$ cat src/rtl/logic_unit_pipe_df.sv
// Two-stage pipelined bitwise logic unit with valid/ready handshakes on both sides
// and a wrapping count of delivered results.
module logic_unit_pipe_df #(
   parameter int unsigned WIDTH = 8,
   parameter int unsigned CNT_W = 16
) (
   input  logic             clk,
   input  logic             rst_n,
   input  logic             in_valid,
   output logic             in_ready,
   input  logic [2:0]       op,
   input  logic [WIDTH-1:0] a,
   input  logic [WIDTH-1:0] b,
   output logic             out_valid,
   input  logic             out_ready,
   output logic [WIDTH-1:0] y,
   output logic [CNT_W-1:0] count
);

   localparam logic [2:0] OpNot  = 3'b000;
   localparam logic [2:0] OpAnd  = 3'b001;
   localparam logic [2:0] OpOr   = 3'b010;
   localparam logic [2:0] OpXor  = 3'b011;
   localparam logic [2:0] OpNand = 3'b100;
   localparam logic [2:0] OpNor  = 3'b101;
   localparam logic [2:0] OpXnor = 3'b110;
   localparam logic [2:0] OpBuf  = 3'b111;

   logic             s1_valid_q;
   logic [2:0]       s1_op_q;
   logic [WIDTH-1:0] s1_a_q;
   logic [WIDTH-1:0] s1_b_q;
   logic             s2_valid_q;
   logic [WIDTH-1:0] s2_y_q;
   logic [CNT_W-1:0] count_q;

   logic             adv1;
   logic             adv2;
   logic             in_xfer;
   logic             out_xfer;
   logic [WIDTH-1:0] f_res;

   // Each stage may advance when it is empty or its successor is advancing.
   always_comb begin
      adv2     = !s2_valid_q || out_ready;
      adv1     = !s1_valid_q || adv2;
      in_xfer  = in_valid && adv1;
      out_xfer = s2_valid_q && out_ready;
   end

   always_comb begin
      f_res = '0;
      unique case (s1_op_q)
         OpNot:  f_res = ~s1_a_q;
         OpAnd:  f_res = s1_a_q & s1_b_q;
         OpOr:   f_res = s1_a_q | s1_b_q;
         OpXor:  f_res = s1_a_q ^ s1_b_q;
         OpNand: f_res = ~(s1_a_q & s1_b_q);
         OpNor:  f_res = ~(s1_a_q | s1_b_q);
         OpXnor: f_res = ~(s1_a_q ^ s1_b_q);
         OpBuf:  f_res = s1_a_q;
         default: f_res = '0;
      endcase
   end

   always_ff @(posedge clk or negedge rst_n) begin
      if (!rst_n) begin
         s1_valid_q <= 1'b0;
         s1_op_q    <= '0;
         s1_a_q     <= '0;
         s1_b_q     <= '0;
      end else if (adv1) begin
         s1_valid_q <= in_valid;
         if (in_xfer) begin
            s1_op_q <= op;
            s1_a_q  <= a;
            s1_b_q  <= b;
         end
      end
   end

   // y holds its last value when a bubble moves into S2.
   always_ff @(posedge clk or negedge rst_n) begin
      if (!rst_n) begin
         s2_valid_q <= 1'b0;
         s2_y_q     <= '0;
      end else if (adv2) begin
         s2_valid_q <= s1_valid_q;
         if (s1_valid_q) begin
            s2_y_q <= f_res;
         end
      end
   end

   always_ff @(posedge clk or negedge rst_n) begin
      if (!rst_n) begin
         count_q <= '0;
      end else if (out_xfer) begin
         count_q <= count_q + CNT_W'(1);
      end
   end

   assign in_ready  = adv1;
   assign out_valid = s2_valid_q;
   assign y         = s2_y_q;
   assign count     = count_q;

endmodule

$ cat config.mk
export PLATFORM = sky130hd
export DESIGN_NAME = logic_unit_pipe_df
export DESIGN_NICKNAME = d
export VERILOG_FILES = /design/src/rtl/logic_unit_pipe_df.sv
export SDC_FILE = /design/constraint.sdc
export NUM_CORES = 1
export LEC_CHECK = 0
export CAP_MARGIN = 10
export CORE_MARGIN = 2
export CORE_UTILIZATION = 55
export DETAILED_ROUTE_END_ITERATION = 8
export PLACE_DENSITY = 0.94
export REMOVE_ABC_BUFFERS = 1
export SETUP_SLACK_MARGIN = 0.3
export SYNTH_ARGS = -nofsm -noshare
export SYNTH_HDL_FRONTEND = slang
export SYNTH_SLANG_ARGS = --single-unit
export TNS_END_PERCENT = 10
$ cat constraint.sdc
create_clock -name clk -period 2.6 [get_ports clk]
set_clock_uncertainty 0.05 [all_clocks]
set_input_delay 0.52 -clock clk [delete_from_list [all_inputs] [get_ports clk]]
set_output_delay 0.52 -clock clk [all_outputs]
set_load 0.02 [all_outputs]
==> impl_metrics.ini, run 1 <==
[outcome]
status = complete, no violations

[sta]
drv_slew = 0
rsz0062_at_grt = no
hold_viol = 0
setup_viol = 0
slew_headroom = 0.524
tightest_slew_ns = 0.713
setup_ws_ns = 0.443
fin_setup_tns_ns = 0
period_needed_ns = 2.16
max_freq_mhz = 464
fin_crit_sh = 0.830

[floorplanning]
core_sq_um = 4630
die_w_microns = 72.8
dieArea_sq_um = 5300
initial_core_util = 0.562
die_h_microns = 72.8
ios = 49
rows = 25

[detailed_routing]
drt_iter0_markers = 121
wl_per_cell_microns = 14.9
vias_per_cell = 5.75
via_count = 2001
postRouteAntennaNets = 0
post-route-drc-count = 0
routed_wl_microns = 5200
firstDrtPassIters = 4

[synth]
synth_compound_area_frac = 0.130
synth_area_per_cell_sq_um = 10.7
synth_fa_ha_area_frac = 0.0817
synth_warnings = 0
ys_seq_area_frac = 0.432
yosys_most_used_dff = dfrtp_1
async_reset_ff_frac = 1.00
synth_top_area_cell = dfrtp_1
syn_inst = 244
synth_area_sq_um = 2600
synthSimpleGateAreaFrac = 0.113
synth_top_family_by_area = multiplexers
synth_edf_count = 0
ys_ff_latch = 45
ys_types = 39
synth_xor_area_frac = 0.0505
synth.area.mux_share = 0.139
synth_area_leaders = dfrtp_1 (43%), mux2_2 (11%), ha_1 (8.2%), mux2i_1 (3.1%), inv_1 (2.7%)
yosysTopAreaCellShare = 0.432

[clocking]
clk_latency_ns = 0.31
cts_setup_buffers = 0
clk_path_buf_depth = 2
cts-root-buf = clkbuf_8
clkTransAtPathRegs_ns = 0.09
cts_max_level = 2
numCtsBuffers = 5
cts_tree = built
clock_sinks = 45

[placement]
pre_cts_ws_ns = 0.184
hpwl_microns = 3690
gp_congestion = 0.794
io_buffers = 48

[global_routing]
grt_max_degree = 26
grt.overflow.total = 0
grt_pass1_vias = 1897
grt_use_total = 0.212
grt_first_pass_wirelength_microns = 8650
grt_antenna_before_repair = 0

[finish]
fin_nets = 333
syn2layout_area_growth_pct = 22.7
antenna_cells = 0
final_layout_size_suffix_gt1_frac = 0.139

[worst_setup_path]
worstPathArrival_ns = 1.59
critPathMaxFanout = 5
start_kind = input pin
end_kind = output pin
rrSetupSlack_ns = 0.70
required_ns = 2.03
critical_path_class = input pin to output pin

[power_and_ir_drop]
ir_worst_vdd_mv = 0.436
power_mw = 2.30
power.density_nw_per_um2 = 719
power.static_leakage_nw = 1.47

[flow_run]
cap_viol_max_count = 0

[min_path]
hold_path.class = input pin to asynchronous set/reset pin
metal layers:
metal / routed length [microns] / vias up / track usage
li1: - / 957 / -
met1: 2300 / 988 / 0.286
met2: 2580 / 48 / 0.332
met3: 225 / 8 / 0.0483
met4: 90 / 0 / 0.0823
met5: 0 / - / 0
final cells by class:
class	instances	area, sq um
Sequential cell	45	1130
Clock buffer	6	72.6
Clock inverter	2	15.0
Multi-Input combinational cell	170	1340
Timing Repair Buffer	52	504
Fill cell	345	1440
Tap cell	54	67.6
Inverter	19	71.3
through the flow:
step                      hold WS [ns]  instances  utilization  cell area, sq um
final                           0.0986        348        0.690              3190
after global routing             0.142        348        0.690              3190
after CTS                        0.120        348        0.690              3190
after detailed placement         0.415        340        0.671              3110
after global placement           0.407        340        0.671              3110
after floorplan                  0.174        234            -              2530
registers in the layout, summed over array words and instances, names as in the netlist:
signal,cells
count,16
s1_valid_q,1
out_valid,1
s1_b_q,8
s1_a_q,8
y,8
s1_op_q,3
worst paths after layout:
kind,from,endpoint,cells after the start
setup / recovery,out_ready,in_ready,3
hold / removal,rst_n,count[14]$_DFFE_PN0P_,1
setup reg to reg,s1_op_q[2]$_DFFE_PN0P_,y[6]$_DFFE_PN0P_,5
max in group asynchronous,rst_n,s1_b_q[2]$_DFFE_PN0P_,2
hold reg to reg,count[15]$_DFFE_PN0P_,count[15]$_DFFE_PN0P_,1
min in group clk,count[15]$_DFFE_PN0P_,count[15]$_DFFE_PN0P_,1
worst max-delay path: stages:
cell	delay (ns)
clkdlybuf4s50_1	0.46
nand3b_1	0.25
dlygate4sd2_1	0.36
repair_timing:
action,in CTS,in global routing
gates resized for setup,1,0
endpoints found under the setup margin,1,0
hold buffers,0,0
cells by family (layout without fill, tap and decap cells):
family                     after synthesis  after routing
DFF                                     45             45
xor gates and xnor gates                15             15
AOI/OAI and AO/OA                       49             49
adders and majority gates               17             17
buffers and inverters                   29             79
and+or+nand+nor                         56             56
muxes                                   33             33
cell usage after synthesis (6+ instances only):
master and count:
dfrtp_1 45, mux2_2 25, inv_1 19, ha_1 17, nand2_1 15, a21oi_1 14, nor2_1 12, mux2i_1 8
o21ai_1 8, xnor2_1 8, xor2_1 7, nand2b_1 6, nor2b_1 6
power breakdown:
| part | internal, mW | total (mW) | switching [mW] | leakage (nW) |
|---|---|---|---|---|
| Clock | 0.190 | 0.444 | 0.255 | 0.0374 |
| Combinational | 0.458 | 0.873 | 0.415 | 0.882 |
| Sequential | 0.834 | 0.981 | 0.146 | 0.548 |
| Total | 1.48 | 2.30 | 0.816 | 1.47 |
cell usage in the layout (no fill, tap or decap), types with 3 or more instances in the layout:
cell type	netlist	layout
dfrtp_1	45	45
xnor2_1	8	8
nand2_1	15	15
inv_1	19	19
ha_1	17	17
nor2_1	12	12
xor2_1	7	7
a21oi_1	14	14
buf_4	3	4
nand2b_1	6	6
clkdlybuf4s50_1	0	46
o21ai_1	8	8
a211oi_1	4	4
nor2b_1	6	6
mux2_2	25	25
o32ai_1	3	3
a22o_1	4	4
a221oi_1	4	4
a2bb2oi_1	4	4
nand3_1	3	3
mux2i_1	8	8
clkbuf_8	0	5
Note: power is estimated with default switching activity, not from simulation.
==> run 2: changes to the inputs <==
CORE_UTILIZATION = 52   (was 55)
PLACE_DENSITY = 0.9   (was 0.94)
clock period = 2.11 ns   (was 2.6 ns; I/O delays follow)
==> run 2 against run 1 <==
Compared with the run above: wire length up 11%; die area grew 5.4%; non-clock buffer count grew 7; first-iteration DRC count rose by 35%; register-to-register slack got worse by 0.25 ns; clock power rose by 54%; worst setup slack worse by 0.20 ns; count of clock-buffer cells in the layout unchanged; critical path depth unchanged; design area grew 4.0%.
==> impl_metrics.ini, run 2 (synthesis results as in run 1) <==
[global_routing]
met3_usage = 0.0388
grt_first_pass_wirelength_microns = 9460
grt_pass1_vias = 2020
grt.overflow.total = 0
gr-usage-met1 = 0.304
met2_usage = 0.349
grt_antenna_before_repair = 0
grt_max_degree = 23
busiest_layer = met2
grt_use_total = 0.223

[detailed_routing]
postRouteAntennaNets = 0
wl_per_cell_microns = 15.6
vias_per_cell = 5.60
firstDrtPassIters = 4
via_count = 2062
post-route-drc-count = 0
routed_wl_microns = 5750
drt_iter0_markers = 163

[worst_setup_path]
rrSetupSlack_ns = 0.45
critPathMaxFanout = 2
crit_start = out_ready
end_kind = output pin
r2r-start = s1_op_q[0]$_DFFE_PN0P_
required_ns = 1.64
critical_path_class = input pin to output pin
start_kind = input pin
worstPathArrival_ns = 1.40

[sta]
setup_viol = 0
max_freq_mhz = 535
rsz0062_at_grt = yes
slew_headroom = 0.706
hold_viol = 0
whs_ns = 0.445
period_needed_ns = 1.87
tightest_slew_ns = 0.440
drv_slew = 0
fin_crit_sh = 0.885

[min_path]
hold_start = count[15]$_DFFE_PN0P_
hold_path.class = flop to flop

[finish]
syn2layout_area_growth_pct = 27.6
final_common_cell = clkdlybuf4s50_1
largest_register_ffs = 16
final_layout_size_suffix_gt1_frac = 0.163
nFillCells = 317
design_area_sq_um = 3320
fin_nets = 340
layout_common_cells = clkdlybuf4s50_1 (45), dfrtp_1 (44), mux2_2 (25)
seq_area_sq_um = 1130
antenna_cells = 0
multiInputGateArea_sq_um = 1340
finalNonFillerCells = 368

[power_and_ir_drop]
power_mw = 3.03
power.density_nw_per_um2 = 912
power.static_leakage_nw = 1.53
ir_worst_vdd_mv = 0.686

[flow_run]
cap_viol_max_count = 0

[placement]
dp_cells = 359
hpwl_microns = 3990
io_buffers = 48
gp_congestion = 0.775
post_dp_cell_area_sq_um = 3190

[floorplanning]
core_sq_um = 4790
die_h_microns = 74.8
initial_core_util = 0.544
rows = 25
die_w_microns = 74.8
ios = 49
dieArea_sq_um = 5590

[clocking]
cts_tree = built
clock_sinks = 45
clk_path_buf_depth = 2
numCtsBuffers = 5
cts_setup_buffers = 0
clkTransAtPathRegs_ns = 0.08
cts-root-buf = clkbuf_8
clk_latency_ns = 0.30
cts_max_level = 2

[outcome]
status = complete, no violations
## run 2: final timing paths
path	endpoint	cells past startpoint
setup reg to reg	y[6]$_DFFE_PN0P_	5
hold / removal	count[15]$_DFFE_PN0P_	1
min in group asynchronous	count[6]$_DFFE_PN0P_	2
setup / recovery	in_ready	3
hold reg to reg	count[15]$_DFFE_PN0P_	1
max in group asynchronous	s1_op_q[2]$_DFFE_PN0P_	3
## run 2: layout make-up
| class | count | share of cell area |
|---|---|---|
| Sequential cell | 45 | 0.339 |
| Tap cell | 67 | 0.0252 |
| Clock buffer | 6 | 0.0248 |
| Multi-Input combinational cell | 170 | 0.402 |
| Clock inverter | 2 | 0.0113 |
| Inverter | 19 | 0.0215 |
| Timing Repair Buffer | 59 | 0.175 |
## run 2: where the power goes
part	total (mW)	internal, mW	switching [mW]
logic	1.12	0.587	0.531
clock network	0.685	0.385	0.300
registers	1.23	1.03	0.198
total	3.03	2.00	1.03
## run 2: timing repair
action	4_1_cts	5_1_grt
endpoints found under the hold margin	14	0
hold buffers	1	0
resized for setup	2	1
cloned	0	0
setup endpoints to repair	15	24
## run 2: layer usage
layer | part of all wire | up-vias
li1 | - | 977
met4 | 0.025 | 0
met3 | 0.045 | 14
met2 | 0.50 | 64
met1 | 0.43 | 1007
met5 | 0 | -
## run 2: per-stage QoR
step | util | TNS [ns] | setup slack, ns
finish | 0.694 | 0 | 0.242
global route | 0.694 | 0 | 0.186
CTS | 0.694 | 0 | 0.248
detailed placement | 0.667 | -0.0111 | -0.0111
global placement | 0.667 | -0.0342 | -0.0342
floorplan | - | 0 | 0.424
## run 2: worst max-delay path, stage by stage
cell and delay (ns):
clkdlybuf4s50_1 0.49, nand3b_1 0.14, dlygate4sd2_1 0.34
